==> config.mk <==
export PLATFORM = sky130hd
export DESIGN_NAME = alu_seq_core
export DESIGN_NICKNAME = d
export VERILOG_FILES = /design/src/rtl/alu_seq_core.sv
export SDC_FILE = /design/constraint.sdc
export NUM_CORES = 1
export LEC_CHECK = 0
export BUFFER_PORTS_ARGS = -buffer_cell sky130_fd_sc_hd__buf_2
export CAP_MARGIN = 20
export CELL_PAD_IN_SITES_DETAIL_PLACEMENT = 1
export CELL_PAD_IN_SITES_GLOBAL_PLACEMENT = 1
export CORE_ASPECT_RATIO = 0.9
export CORE_MARGIN = 2
export CORE_UTILIZATION = 42
export CTS_CLUSTER_SIZE = 20
export DETAILED_ROUTE_END_ITERATION = 6
export GPL_TIMING_DRIVEN = 1
export PLACE_DENSITY = 0.74
export SLEW_MARGIN = 40
export SYNTH_ARGS = -nofsm -noshare
export SYNTH_HDL_FRONTEND = slang
export SYNTH_SLANG_ARGS = --single-unit
==> constraint.sdc <==
create_clock -name clk -period 2.4 [get_ports clk]
set_clock_uncertainty 0.1 [all_clocks]
set_input_delay 0.24 -clock clk [delete_from_list [all_inputs] [get_ports clk]]
set_output_delay 0.24 -clock clk [all_outputs]
set_load 0.02 [all_outputs]
==> src/rtl/alu_seq_core.sv <==
// alu_seq_core: sequential ALU, one-cycle logic/add/sub, N-cycle mul/div.
// Optional flag outputs are enabled with `define ALU_SEQ_FLAGS_EN.
module alu_seq_core #(
  parameter int N = 8
) (
  input  logic           clk,
  input  logic           reset,
  input  logic           in_valid,
  input  logic [N-1:0]   inp1,
  input  logic [N-1:0]   inp2,
  input  logic [2:0]     op_code,
  output logic           busy,
  output logic           out_valid,
  output logic [2*N-1:0] alu_out
`ifdef ALU_SEQ_FLAGS_EN
  ,
  output logic           flag_zero,
  output logic           flag_carry,
  output logic           flag_dz
`endif
);

  localparam int CW = $clog2(N);

  localparam logic [2:0] OP_ADD = 3'b000;
  localparam logic [2:0] OP_SUB = 3'b001;
  localparam logic [2:0] OP_MUL = 3'b010;
  localparam logic [2:0] OP_DIV = 3'b011;
  localparam logic [2:0] OP_AND = 3'b100;
  localparam logic [2:0] OP_OR  = 3'b101;
  localparam logic [2:0] OP_XOR = 3'b110;
  localparam logic [2:0] OP_NOT = 3'b111;

  typedef enum logic [1:0] {
    S_IDLE,
    S_MUL,
    S_DIV
  } state_t;

  state_t         state;
  logic [CW-1:0]  cnt;
  logic [N-1:0]   b_q;
  logic [N-1:0]   mplier;
  logic [2*N-1:0] mcand;
  logic [2*N-1:0] prod;
  logic [N-1:0]   rem;
  logic [N-1:0]   quo;

  logic           accept;
  logic           last;
  logic [2*N-1:0] ext_a;
  logic [2*N-1:0] ext_b;
  logic [2*N-1:0] alu_res;
  logic           carry;
  logic [2*N-1:0] prod_nxt;
  logic [N:0]     r_shift;
  logic           ge;
  logic [N-1:0]   rem_nxt;
  logic [N-1:0]   quo_nxt;

  assign accept = in_valid && !busy;
  assign last   = (cnt == CW'(N - 1));
  assign ext_a  = {{N{1'b0}}, inp1};
  assign ext_b  = {{N{1'b0}}, inp2};

  always_comb begin
    alu_res = '0;
    carry   = 1'b0;
    unique case (op_code)
      OP_ADD: begin
        alu_res = ext_a + ext_b;
        carry   = alu_res[N];
      end
      OP_SUB: begin
        alu_res = ext_a - ext_b;
        carry   = (inp1 < inp2);
      end
      OP_AND: alu_res = ext_a & ext_b;
      OP_OR:  alu_res = ext_a | ext_b;
      OP_XOR: alu_res = ext_a ^ ext_b;
      OP_NOT: alu_res = {{N{1'b0}}, ~inp1};
      default: alu_res = '0;
    endcase
  end

  // Shift-add multiply step and restoring divide step.
  // A zero divisor always "fits", giving q=all ones and r=A for free.
  always_comb begin
    prod_nxt = mplier[0] ? prod + mcand : prod;
    r_shift  = {rem, quo[N-1]};
    ge       = (r_shift >= {1'b0, b_q});
    rem_nxt  = N'(ge ? r_shift - {1'b0, b_q} : r_shift);
    quo_nxt  = {quo[N-2:0], ge};
  end

  always_ff @(posedge clk) begin
    if (reset) begin
      state     <= S_IDLE;
      cnt       <= '0;
      busy      <= 1'b0;
      out_valid <= 1'b0;
      alu_out   <= '0;
      b_q       <= '0;
      mplier    <= '0;
      mcand     <= '0;
      prod      <= '0;
      rem       <= '0;
      quo       <= '0;
`ifdef ALU_SEQ_FLAGS_EN
      flag_zero  <= 1'b0;
      flag_carry <= 1'b0;
      flag_dz    <= 1'b0;
`endif
    end else begin
      out_valid <= 1'b0;
      unique case (state)
        S_IDLE: begin
          if (accept) begin
            unique case (op_code)
              OP_MUL: begin
                state  <= S_MUL;
                busy   <= 1'b1;
                cnt    <= '0;
                prod   <= '0;
                mcand  <= ext_a;
                mplier <= inp2;
              end
              OP_DIV: begin
                state <= S_DIV;
                busy  <= 1'b1;
                cnt   <= '0;
                rem   <= '0;
                quo   <= inp1;
                b_q   <= inp2;
              end
              default: begin
                alu_out   <= alu_res;
                out_valid <= 1'b1;
`ifdef ALU_SEQ_FLAGS_EN
                flag_zero  <= (alu_res == '0);
                flag_carry <= carry;
                flag_dz    <= 1'b0;
`endif
              end
            endcase
          end
        end
        S_MUL: begin
          prod   <= prod_nxt;
          mcand  <= mcand << 1;
          mplier <= mplier >> 1;
          cnt    <= cnt + 1'b1;
          if (last) begin
            state     <= S_IDLE;
            busy      <= 1'b0;
            cnt       <= '0;
            alu_out   <= prod_nxt;
            out_valid <= 1'b1;
`ifdef ALU_SEQ_FLAGS_EN
            flag_zero  <= (prod_nxt == '0);
            flag_carry <= 1'b0;
            flag_dz    <= 1'b0;
`endif
          end
        end
        S_DIV: begin
          rem <= rem_nxt;
          quo <= quo_nxt;
          cnt <= cnt + 1'b1;
          if (last) begin
            state     <= S_IDLE;
            busy      <= 1'b0;
            cnt       <= '0;
            alu_out   <= {rem_nxt, quo_nxt};
            out_valid <= 1'b1;
`ifdef ALU_SEQ_FLAGS_EN
            flag_zero  <= ({rem_nxt, quo_nxt} == '0);
            flag_carry <= 1'b0;
            flag_dz    <= (b_q == '0);
`endif
          end
        end
        default: state <= S_IDLE;
      endcase
    end
  end

endmodule

==> Word level (Yosys, flattened, before mapping) <==
Cells that the tools add are included.
{ "op_classes": {"n_reduce_logical": 17, "bitwise_logic": 4, "eq_ne": 19, "add_sub_neg": 5, "n_mux": 39, "n_lt_le_gt_ge": 1} }
{ "ops": {"columns": ["cell", "n"], "rows": [
  ["$mux 16", 9],
  ["$pmux 16 s6", 1],
  ["$pmux 16 s2", 2],
  ["$mux 8", 7],
  ["$pmux 16 s3", 1],
  ["$pmux 8 s2", 3],
  ["$add 16x16->16", 1],
  ["$eq 3x3->1 const B", 5],
  ["$reduce_and 3->1", 5],
  ["$ne 2x2->1 const B", 5],
  ["$add 8x8->9", 1],
  ["$ge 9x8->1", 1],
  ["$mux 3", 3],
  ["$sub 8x8->9", 1],
  ["$and 8x8->8", 1],
  ["$not 8->8", 1],
  ["$or 8x8->8", 1],
  ["$pmux 2 s2", 2],
  ["$sub 8x8->8", 1],
  ["$xor 8x8->8", 1],
  ["$eq 3x2->1 const B", 2],
  ["$mux 1", 6],
  ["$ne 2x1->1 const B", 3],
  ["$pmux 3 s2", 1],
  ["16 further kinds", 21]
]} }
{ "totals": {"word_cells": 96, "out_inout_bits": 18, "register_bits": 87} }

==> Logic depth before layout (Yosys ltp) <==
Gate-level depths: netlist of the first run.
{ "depth": {"ltp_word": 5, "depth_mapped": 10, "mapped_depth_nobuf": 10} }

==> Least setup slack after synthesis of the first run <==
Ideal clock, no wire load.
{ "synth_path": {"path_type": "input to register", "from": "input port inp1[0]", "to": "register alu_out[10]", "stages": 10, "setup_ps": 128, "n_path_buf": 0, "setup_slack_ps": 68, "arrival_time_ps": 2104, "cell_sequence": "inv_1 ha_1 fa_1 o21bai_4 a22oi_1 a211oi_1 or3_1 a21o_1 o21bai_1 a31oi_1"} }
{ "synth_between": {"elab_chain_cells": 5} }
{ "synth_rtl": {"columns": ["element", "line_no", "text"], "rows": [
  ["from (decl)", "9", "input logic [N-1:0] inp1,"],
  ["$sub 8x8->9", "75", "alu_res = ext_a - ext_b;"],
  ["$pmux 16 s6", "69", "unique case (op_code)"],
  ["$mux 16", "119", "unique case (op_code)"],
  ["$mux 16", "118", "if (accept) begin"],
  ["$pmux 16 s3", "116", "unique case (state)"],
  ["to (signal assigned)", "137", "alu_out <= alu_res;"],
  ["to (signal assigned)", "157", "alu_out <= prod_nxt;"],
  ["to (signal assigned)", "174", "alu_out <= {rem_nxt, quo_nxt};"],
  ["to (decl)", "14", "output logic [2*N-1:0] alu_out"]
]} }
No other way between the ends. The select of a mux whose other input is x is not followed.
A chain may end at the register's enable or synchronous reset.

==> Worst setup path in the final report of the first run <==
{ "layout_path": {"from": "register b_q[6]", "to": "register rem[5]"} }
{ "layout_between": {"elab_chain_cells": 3} }
{ "layout_rtl": {"columns": ["element", "line_no", "text"], "rows": [
  ["from (decl)", "42", "logic [N-1:0] b_q;"],
  ["from (signal assigned)", "134", "b_q <= inp2;"],
  ["$ge 9x8->1", "91", "ge = (r_shift >= {1'b0, b_q});"],
  ["$mux 8", "92", "rem_nxt = N'(ge ? r_shift - {1'b0, b_q} : r_shift);"],
  ["$pmux 8 s2", "116", null],
  ["to (signal assigned)", "167", "rem <= rem_nxt;"],
  ["to (decl)", "46", "logic [N-1:0] rem;"]
]} }
No other way between the ends.

==> results, run 1 <==
- The detailed router finished its first iteration with between 300 and 400 violations.
- In this design, the largest share of critical-path delay is due to simple AND/OR/NAND/NOR gates.
- The final setup violation count is 0.
- The number of warnings printed during yosys synthesis is 0.
- In the routed design, unresolved DRC markers number 0.
- The insertion delay of the later-clocked pin in the worst-skew pair is roughly 0.36 ns.
- The via count normalized by instance count is 5.886.
- The number of sinks driven by the clock tree is 87.
- Walking the worst path, the cells encountered are inv_2, ha_4, o21a_1, and4_4, nor4_4, nand2_2, buf_6, mux2_4, a22oi_2, nor2_1.
- The number of hold buffers added after cts is 0.
- The root cell of the clock tree is clkbuf_16.
- The synthesized design devotes to its leading area cell type around 28% of total area.
- The leakage power summed over all cells is 3.307 nW.
- The number of H-tree branching levels is 3.
- Measured along the x axis, the die boundary spans approximately 130 um.
- After routing the design area is 7940 um^2.
- Data arrives at the worst endpoint at 2.51 ns.
- The count of max-cap constraint violations is 0.
- The number of global-route vias before repair came to 6,503.
- The final core utilization is 54.16%.
- The pre-CTS setup slack is -0.2098 ns.
- The clock-pin transition on the worst setup and hold timing paths is 0.07 ns.
- The final worst-path cycle share is 98.91%.
- The net count after synthesis is about 850.
- The combined area of the multi-input logic cells is 4472 um^2.
- The netlist area before placement is 6296 um^2.
- The type of element capturing the critical path is a flop.
- The final number of max-transition violations is 0.
- The netlist uses 76 different library cells.
- By count the netlist is led by 98 x nor2_1, 87 x dfxtp_1, 62 x a21oi_1, 59 x nand2_1, 54 x ha_1.
- Summing all flip-flop and latch instances after layout gives 1760 um^2.
- After synthesis, flip-flops and latches occupy between 20% and 30% of the total area.
- In the synthesized netlist the dominant register cell turns out to be dfxtp_1.
- Static timing analysis puts the maximum clock frequency at 0.4212 GHz.
- The post-synthesis instance total is 771.
- The total congestion overflow is 0.
- The half-perimeter wire length of the detailed placement result is approximately 16 mm.
- In this run, CTS created clock tree buffers numbering 9.
- The count of buffers from port buffering is 39.
- The worst reg2reg path depth is 10.
- The critical path is of the reg2reg type.
- The last weighted congestion value of the routability-driven placer is around 0.9.
- Across all setup checks in the final design, the least slack found is about 0.026 ns.
- The area of the die is 15,990 um^2.
- The TritonCTS clock tree is yes.
- The worst supply voltage drop on vdd is around 0.46 mV.
- The final net count is 950.
- The starting density of the core is 42.94%.
- The first-pass iteration count of the detailed router is 6.
- In this run the remaining antenna-violating nets after routing total 0.
- In this run the most critical hold path is launched from inp2[7].
- The slew at the pin with the worst max-slew slack is 0.6741 ns.
- The buffer levels on the longest clock path is 2.
- The flow ran to the end, and the final reports show no timing, DRC or antenna violations.
- Power spread over the standard cell area amounts to just under 700 nW/um^2.
- The pin count of the biggest net entering global routing is 88.
- The total track usage is approximately 28%.
- The routed layout has ~6,300 vias.
- In the final routed layout, each cell accounts on average for 20.95 um.
- The critical path contains buffers and inverters numbering 2 combined.
- The repair_antennas step left the layout with diodes totalling 0.
- Once placement finished, the instance area stood at ~7200 um^2.
- The global-route wire length before repair is 34.74 mm.
- Headroom to the max-slew limit came out at 54.90%.
- The area growth from synthesis to final layout is 26.11%.
- Setup repair after global routing could not meet its margin everywhere.
- The critical path data required time is 2.53 ns.
- The synthesized design contains 87 register bits.
- The smallest clock period supported by the final layout is computed as 2.374 ns.
- Fill cells in the final layout number approximately 1,700.
- The wire length reported by the detailed router is 22.48 mm.
- The initial antenna violation count is 1.
- The core region is 14,660 um^2.
- For this run, the slowest stage of the critical path takes 0.34 ns.
- After synthesis, the share of flip-flops with an asynchronous set or reset is 0%.
- The number of hold violations in the final report is 0.
- The type of the most critical hold path is in2reg.
- The critical path crosses 10 cells after its start point.
- The count of boundary I/O pins is 40.
- In this run the vertical extent of the chip is about 120 um.
- Tracing the worst setup path back leads to its startpoint at b_q[6].
- The kind of start point of the critical path is a flop.
- Along the worst hold path, the cell count comes to 3.
- The most common cell in the synthesized netlist is nor2_1.
- The synthesized area divided by synthesized cell count is a little over 8 um^2.
- Along the worst path, the maximum fanout reaches 5.
- Yosys attributes the largest share of cell area to dfxtp_1 28%, ha_1 11%, nor2_1 5.8%, a21oi_1 4.9%, mux2i_1 4.9%.
- The number of flops mapped to enable cells by yosys is 0.
- The share of layout cells above drive strength 1 is 28.57%.
- The number of cell rows is 42.
- The startpoint of the lowest-slack register-to-register path is b_q[6].
- Of all cell types, the one taking the most synthesized area is dfxtp_1.
- The critical path's slowest cell is dfxtp_2.
-- where the power goes --
group / total [mW] / switching, mW / internal, mW
logic: 2.10 / 1.25 / 0.844
registers: 1.73 / 0.134 / 1.59
clock network: 1.52 / 0.687 / 0.831
-- logic make-up (layout without fill, tap and decap cells) --
| group | count (synthesis) | after routing | share of synthesized area (%) |
|---|---|---|---|
| fa+ha+maj | 58 | 58 | 12.00 |
| flops | 87 | 87 | 27.66 |
| mux | 43 | 43 | 7.909 |
| simple gates | 231 | 231 | 16.75 |
| xor+xnor | 23 | 23 | 3.199 |
| compound gates | 233 | 233 | 26.19 |
| buf+inv | 96 | 200 | 6.280 |
-- sequential cells by signal, summed over array words and instances, names as in the netlist, 2 cells and up --
register,cells
prod,16
mplier,8
cnt,3
state,2
rem,8
mcand,16
b_q,8
quo,8
alu_out,16
-- per-layer routing --
layer  up-vias  GRT usage, %  wire length, um
li1       2993             -                -
met1      3117         36.51            10350
met2       170         46.99            10600
met3        34         5.872             1111
met4         2         5.242              404
met5         -             0               15
-- cell type report --
cell class                      instances  share of cell area (%)
Tap cell                              198                   3.120
Multi-Input combinational cell        588                   56.32
Inverter                               50                   2.364
Clock inverter                          7                   1.056
Sequential cell                        87                   22.17
Timing Repair Buffer                  134                   12.13
Clock buffer                            9                   2.836
-- worst min-delay path, cell delays in order --
cell	delay (ns)
buf_2	0.12
a22oi_1	0.08
nor2_1	0.08
-- cell usage in the layout (no fill, tap or decap), types with 5 or more instances in the layout --
cell type  instances
o21ai_0           16
a31oi_1            9
a21oi_2            6
ha_1              41
a21oi_1           56
a211oi_2           5
o21ai_1            6
and3_1             5
clkbuf_16          9
nor2_1            97
xor2_1             5
a22oi_1           16
mux2_2             6
nor2b_1            5
mux2i_1           29
nand2_1           59
a21o_1            13
nor3_1             8
a221oi_1           8
nand3_1           19
and2_1             5
inv_2              5
buf_2             40
buf_4             88
ha_4              10
o211ai_1           6
dfxtp_2           15
dfxtp_1           72
a211oi_1          28
xnor2_1           17
inv_1             45
-- final timing paths --
path	to	slack, ns
setup reg to reg	rem[5]	0.03
hold reg to reg	cnt[1]	0.37
hold / removal	mplier[7]	0.1
setup / recovery	rem[5]	0.03
-- stage by stage --
| step | setup TNS (ns) | power [mW] | hold slack [ns] | cells |
|---|---|---|---|---|
| 3_5_place_dp | -1.824 | 3.624 | 0.3629 | 1044 |
| 6_report | 0 | 5.343 | 0.09742 | 1073 |
| 5_1_grt | -0.8440 | 5.577 | 0.1022 | 1073 |
| 2_1_floorplan | 0 | 2.903 | 0.2883 | 771 |
| 4_1_cts | 0 | 5.183 | 0.08884 | 1065 |
| 3_3_place_gp | -0.9413 | 3.556 | 0.3445 | 1043 |
-- what timing repair did --
item | in CTS | in global routing
setup endpoints to repair | 19 | 38
setup buffers | 5 | 8
pin swaps | 20 | 34
gates resized for setup | 28 | 54
endpoints found under the hold margin | 0 | 0
(Power assumes the default switching activity.)
==> run 2, diff against run 1 <==
Settings changed: CORE_ASPECT_RATIO 0.9 to not set, PLACE_DENSITY 0.74 to not set, PLACE_DENSITY_LB_ADDON set to 0.08.
==> run 2 against run 1 <==
Worst setup slack better by 0.016 ns. Critical endpoint is now alu_out[12]. Sequential share of layout area is 0.13 points higher. Critical path depth is 1 lower. Worst hold slack worse by 0.0027 ns. Flip-flop and latch count stayed put. Sequential power hardly changed. Fmax is 0.68% higher. Largest power group unchanged. Global-route usage is 0.27 points lower.
==> results, run 2 (synthesis results as in run 1) <==
- Once detail routing completed, the nets flagged for antenna violations numbered 0.
- The tool flagged a number of max-cap violations equal to 0.
- The vias after detailed routing is 6,192.
- The floorplan step defined a core boundary enclosing 14,590 um^2.
- Summed over all nets, the half-perimeter wirelength after detailed placement is 16.70 mm.
- Counting along the longest clock path gives a buffer depth of 2.
- IR analysis of the VDD net gives a maximum drop of ~0.40 mV.
- For the worst-skew pair, the clock arrives at the later sink with an insertion delay of 0.36 ns.
- Setup repair after global routing could not meet its margin everywhere.
- The last weighted congestion value of the routability-driven placer is 0.8908.
- The fill cell total of the finished layout is around 1,800.
- The number of clock buffers added by TritonCTS is 9.
- Counting I/O delays and the setup requirement, the final critical path takes approximately 2.4 ns.
- The peak fanout along the critical path is 7.
- Based on the critical path, the design can be clocked at up to 0.4241 GHz.
- The number of hold violations in the final report is 0.
- The die is around 130 um tall.
- After detailed routing, the number of vias per cell comes to between 5 and 6.
- In the layout the commonest cells are 97 x nor2_1, 95 x buf_4, 68 x dfxtp_1, 59 x nand2_1, 57 x a21oi_1.
- The H-tree was split into 3 levels.
- The floorplan step defined a die boundary enclosing 15,990 um^2.
- The total DRC errors in the routed layout is 0.
- At the placement stage, the worst setup path has a slack of -0.2538 ns.
- The origin of the worst min-delay path is inp2[7].
- Summed over all cells, the static leakage comes to roughly 3.3 nW.
- The initial antenna violation count is 0.
- The combined area of the multi-input logic cells is about 4500 um^2.
- The flip-flop and latch area is about 1800 um^2.
- The final core utilization is 54.49%.
- In the final layout, the registers with the most flip-flops are alu_out x16, mcand x16, prod x16.
- The count of cells along the worst hold path is 3.
- Pin placement for this block handled 40 I/O pins.
- The first routing iteration left 257 violations.
- The final net count is about 950.
- Counting every sink on the clock net gives 87.
- In the finished design, the share of the clock period the worst path needs comes to 98.24%.
- The startpoint identified for the worst register-to-register timing path is rem[5].
- The worst reg2reg path depth is 9.
- The global-route wire length before repair is ~35 mm.
- The final setup violation count is 0.
- The wire length reported by the detailed router is 22.24 mm.
- The total congestion overflow is 0.
- The setup path with the least slack is of type reg2reg.
- The final number of max-transition violations is 0.
- The repair_antennas step left the layout with diodes totalling 0.
- The root cell of the clock tree is clkbuf_16.
- The clock-pin transition on the worst setup and hold timing paths is 0.07 ns.
- The slew at the pin with the worst max-slew slack is 0.7281 ns.
- The destination of the worst register-to-register timing path is alu_out[12].
- The critical path data required time is 2.55 ns.
- The width of the chip is between 100 and 150 um.
- The count of buffers from port buffering is 39.
- The data arrival time of the worst path is approximately 2.5 ns.
- The flow ran to the end, and the final reports show no timing, DRC or antenna violations.
- The worst path setup slack after routing is 0.04221 ns.
- The max-slew headroom at the worst pin is 51.46%.
- The area growth from synthesis to final layout is 26.27%.
- TritonCTS built the clock tree.
- The number of cell rows is 44.
- The per-cell routed wire length is about 21 um.
- The terminating pin of the worst hold path is mplier[7].
- The first-pass iteration count of the detailed router is 5.
- The share of layout cells above drive strength 1 is just under 30%.
- The type of the most critical hold path is in2reg.
- The number of global-route vias before repair is 6,492.
- The kind of start point of the critical path is a flop.
- The power density relative to cell area is 648.0 nW/um^2.
- The minimum setup slack among reg-to-reg paths is between 0.04 and 0.05 ns.
- The type of element capturing the critical path is a flop.
- The starting density of the core is between 40% and 50%.
- The most common cell after layout, fill and taps aside is nor2_1.
- Entering global routing, the biggest net connects 39 pins.
- Global routing used a little over a quarter of the available tracks across all layers.
==> run 2: worst max path at each step <==
| stage | to | depth (start not counted) | from |
|---|---|---|---|
| after global placement | alu_out[6] | 11 | inp1[0] |
| after CTS | alu_out[7] | 9 | mcand[1] |
| final | alu_out[12] | 9 | rem[5] |
| after detailed placement | alu_out[11] | 12 | inp1[0] |
| after floorplan | alu_out[10] | 10 | inp1[0] |
| after global routing | alu_out[15] | 8 | prod[9] |
==> run 2: timing repair <==
action,CTS,global route
cloned,0,0
endpoints found under the setup margin,19,35
gates resized for setup,10,86
setup buffers,3,4
endpoints found under the hold margin,0,0
pin swaps,8,28
hold buffers,0,0
==> run 2: per-stage QoR <==
stage	hold slack, ns	total power, mW	TNS, ns	std cells	cell area (um^2)
after global placement	0.3444	3.586	-1.000	1040	7229
after global routing	0.1140	5.415	-0.4911	1062	7950
after detailed placement	0.3550	3.644	-2.076	1040	7234
final	0.09476	5.151	0	1062	7950
after floorplan	0.2883	2.903	0	771	6296
after CTS	0.09753	5.063	0	1059	7575
==> run 2: where the power goes <==
group	switching, mW	leakage [nW]	internal (mW)	total [mW]
sequential	0.122	0.716	1.59	1.71
combinational	1.21	2.43	0.823	2.03
clock	0.665	0.138	0.743	1.41
==> run 2: final cells by class <==
class	count	area share (%)
repair buffers	137	12.07
inverters	50	2.361
multi-input cells	588	56.80
clock inverters	5	0.5194
clock buffers	11	3.053
flip-flops and latches	87	22.30
well taps	184	2.896
==> run 2: layer usage <==
metal  track usage (%)  wire length [um]
met3             4.471               708
met5                 0                 0
met1             34.40              9718
met4             9.179               433
met2             47.72             11380
==> run 2: critical path, cell delays in order (launching register included) <==
cell and delay (ns):
dfxtp_2 0.40, ha_4 0.22, o21a_1 0.21, and4_4 0.16, nor4_4 0.28, nand2_2 0.16
buf_6 0.18, mux2_4 0.32, a21oi_4 0.13, a211oi_2 0.07
==> run 3, diff against run 2 <==
Settings changed: BUFFER_PORTS_ARGS -buffer_cell sky130_fd_sc_hd__buf_2 to not set, CORE_ASPECT_RATIO set to 0.8, CORE_UTILIZATION 42 to 44, DONT_BUFFER_PORTS set to 1.
==> run 3 against run 2 <==
The run now ends with negative hold slack, negative setup slack left. Flip-flop and latch count is the same. Register-to-register slack lost 0.07 ns. Fmax shrank 3.0%. Count of clock-buffer cells in the layout is the same. Via count shrank 0.94%. Critical endpoint is now rem[6]. Largest cell class unchanged.
==> results, run 3 (synthesis results as in run 1) <==
- The count of placed standard cells in the final layout, fillers left out is 1,009.
- The maximum operating frequency is roughly 0.41 GHz.
- Buffers placed on the I/O ports in this run total 0.
- In this run the most critical hold path is launched from reset.
- The worst path in the final design needs a cycle of roughly 2.4 ns, including I/O delays and setup.
- After layout, the design draws a total of around 5.1 mW.
- The congestion estimate from routability-driven global placement came to roughly 0.94.
- For this run, the share of the core covered by cells in the final layout is 53.79%.
- The number of sinks driven by the clock tree is 87.
- On the worst path, the slowest cell contributes a delay of 0.47 ns.
- The detail route stage leaves a number of antenna-violating nets equal to 0.
- The destination of the worst register-to-register timing path is rem[6].
- The part of the power in combinational logic is 34.8%.
- The dominant delay contributor by cell family on the critical path is compound AO/OA/AOI/OAI gates.
- The path with the worst hold slack has its endpoint at alu_out[5].
- For this run, design rule violations remaining after detail routing come to 0.
- The clock-pin transition on the worst setup and hold timing paths is 0.07 ns.
- The peak fanout along the critical path is 3.
- The final number of max-transition violations is 0.
- After routing, the total negative slack on setup checks comes to -0.06131 ns.
- After detailed routing, the number of vias per cell comes to between 6 and 7.
- The area of the die is 15,290 um^2.
- The critical path goes through inv_1, ha_1, inv_1, fa_1, a221oi_1, xnor2_1, mux2i_2, a2bb2oi_1, nor2_1.
- The clock network accounts for 29.3% of the total power.
- The checks that failed: negative hold slack, negative setup slack.
- The initial antenna violation count is 0.
- The met3 global-route usage is 6.767%.
- The most common cell after layout, fill and taps aside is nor2_1.
- The power density relative to cell area is 670.2 nW/um^2.
- Together, buffers and inverters on the worst path number 2.
- Once detailed placement completed, the half-perimeter wirelength came to 16.44 mm.
- Of the cells placed in the final design, the portion with a size suffix greater than 1 is 22.55%.
- The first TritonRoute pass finished after 5 iterations.
- The tool flagged a number of max-cap violations equal to 0.
- Data on the critical path arrives at its endpoint at 2.57 ns.
- The initial utilization of the core area, before any placement, comes to between 40% and 50%.
- The design internal power is 3.176 mW.
- The wire length reported by the detailed router is 22.86 mm.
- The critical path data required time is 2.53 ns.
- The first routing iteration left roughly 380 violations.
- The worst pin sits at a relative slew slack of between 50 and 60%.
- The number of global-route vias before repair was 6,299.
- The routed layout has a little over 6,000 vias.
- The floorplan step set the die height to 111.0 um.
- The largest individual stage delay along the critical path comes from the cell a221oi_1.
- The minimum setup slack among reg-to-reg paths is -0.03 ns.
- 40 I/O pins were placed.
- For the pin with the worst max-slew slack, the measured transition is roughly 0.68 ns.
- Entering global routing, the biggest net connects 89 pins.
- The global-route wire length before repair is 35.12 mm.
- The area growth from synthesis to final layout is 20.91%.
- Net switching is 37.76% of the power.
- The met1 capacity usage during global routing is 40.82%.
- The met2 layer usage reported by global route is 48.09%.
- The finished cells cover 7612 um^2.
- The leakage power summed over all cells is 3.074 nW.
- The flow ran to the end, but the final reports show violations.
- The library cell appearing most often on the critical path is inv_1.
- In the layout the commonest cells are 96 x nor2_1, 74 x dfxtp_1, 74 x buf_4, 59 x nand2_1, 56 x a21oi_1.
- The placed cell count is a little under 1,000.
- For this run, the post-layout net count is 900.
- The peak-usage layer in the global routing report is met2.
- The number of hold violations in the final report is 1.
- The worst supply voltage drop on vdd is roughly 0.44 mV.
- The final setup violation count is 2.
- In the post-route analysis, the smallest setup slack over all paths is -0.03112 ns.
- The worst setup path is launched from a flop.
- The number of cell rows is 39.
- The total track usage is 29.72%.
- The count of cells along the worst hold path is 2.
- The startpoint of the lowest-slack register-to-register path is quo[7].
- Of the available clock period, the critical path in the final layout requires 101.3%.
- The worst hold-check slack is -0.02411 ns.
- The width of the chip is roughly 140 um.
- The critical path in this run is classified as reg2reg.
- For this design the total switching power over the nets is roughly 1.9 mW.
- The sequential share of power is 35.9%.
- The root cell of the clock tree is clkbuf_16.
- The total congestion overflow is 0.
- In the final routed layout, each cell accounts on average for approximately 23 um.
- In the final layout, the registers with the most flip-flops are alu_out x16, mcand x16, prod x16.
- Summing all placed instances gives a cell area of approximately 6900 um^2.
- OpenSTA, run right after detailed placement, puts the worst setup slack at -0.1041 ns.
- STA classifies the critical path endpoint as a flop.
- The placeable core region is between 10,000 and 15,000 um^2.
- The type of the most critical hold path is in2reg.
- The number of cells on the worst reg-to-reg path is 9.
- The TritonCTS clock tree is yes.
- The repair_antennas step left the layout with diodes totalling 0.
- The longest clock path from root to sink contains 2 buffers.
- The clock reaches the later pin of the worst-skew pair after 0.36 ns.
- Setup repair after global routing could not meet its margin everywhere.
- The number of buffers added by the clock tree synthesis step is 9.
- In this run the number of H-tree levels came out at 3.
-- run 3: changes by cell type in the layout (fill, tap and decap cells not counted), sizes merged --
cell | before | now
bufinv | 0 | 1
dlygate4sd3 | 0 | 6
clkinv | 2 | 1
buf | 137 | 78
-- run 3: metal layers --
layer	routed length (um)	share of wire, %	vias to the layer above
met1	10500	46	3093
li1	-	-	2876
met5	0	0	-
met2	10890	48	145
met4	246	1.1	0
met3	1230	5.4	20
-- run 3: final cells by class --
class	instances	area (um^2)
clock buffer	11	242.7
clock inverter	5	63.81
fill	1684	6539
inverter	50	187.7
multi-input combinational	588	4444
sequential	87	1758
tap	184	230.2
timing repair buffer	84	685.7
-- run 3: power groups by stage --
stage	clock [mW]	combinational (mW)	sequential [mW]
2_1_floorplan	0	1.10	1.81
3_3_place_gp	0	1.56	1.85
3_5_place_dp	0	1.61	1.86
4_1_cts	1.52	1.65	1.83
5_1_grt	1.57	1.93	1.85
6_report	1.49	1.78	1.83
-- run 3: worst max-delay path by stage --
stage,startpoint,end,cells past startpoint
floorplan,inp1[0],alu_out[10],10
global placement,inp1[0],alu_out[8],11
detailed placement,inp1[0],alu_out[8],11
CTS,prod[0],prod[12],9
global route,quo[7],alu_out[14],9
finish,quo[7],rem[6],9
-- run 3: worst reg2reg max path, stage by stage, from the launching register on --
cell	delay [ns]
dfxtp_1	0.32
inv_1	0.12
ha_1	0.20
inv_1	0.06
fa_1	0.43
a221oi_1	0.47
xnor2_1	0.15
mux2i_2	0.23
a2bb2oi_1	0.18
nor2_1	0.05
-- run 3: repair_timing --
item | in CTS | in global routing
endpoints found under the setup margin | 13 | 37
hold buffers | 3 | 4
hold endpoints to repair | 80 | 75
pin swaps | 15 | 18
buffers inserted | 4 | 2
resized for setup | 24 | 51
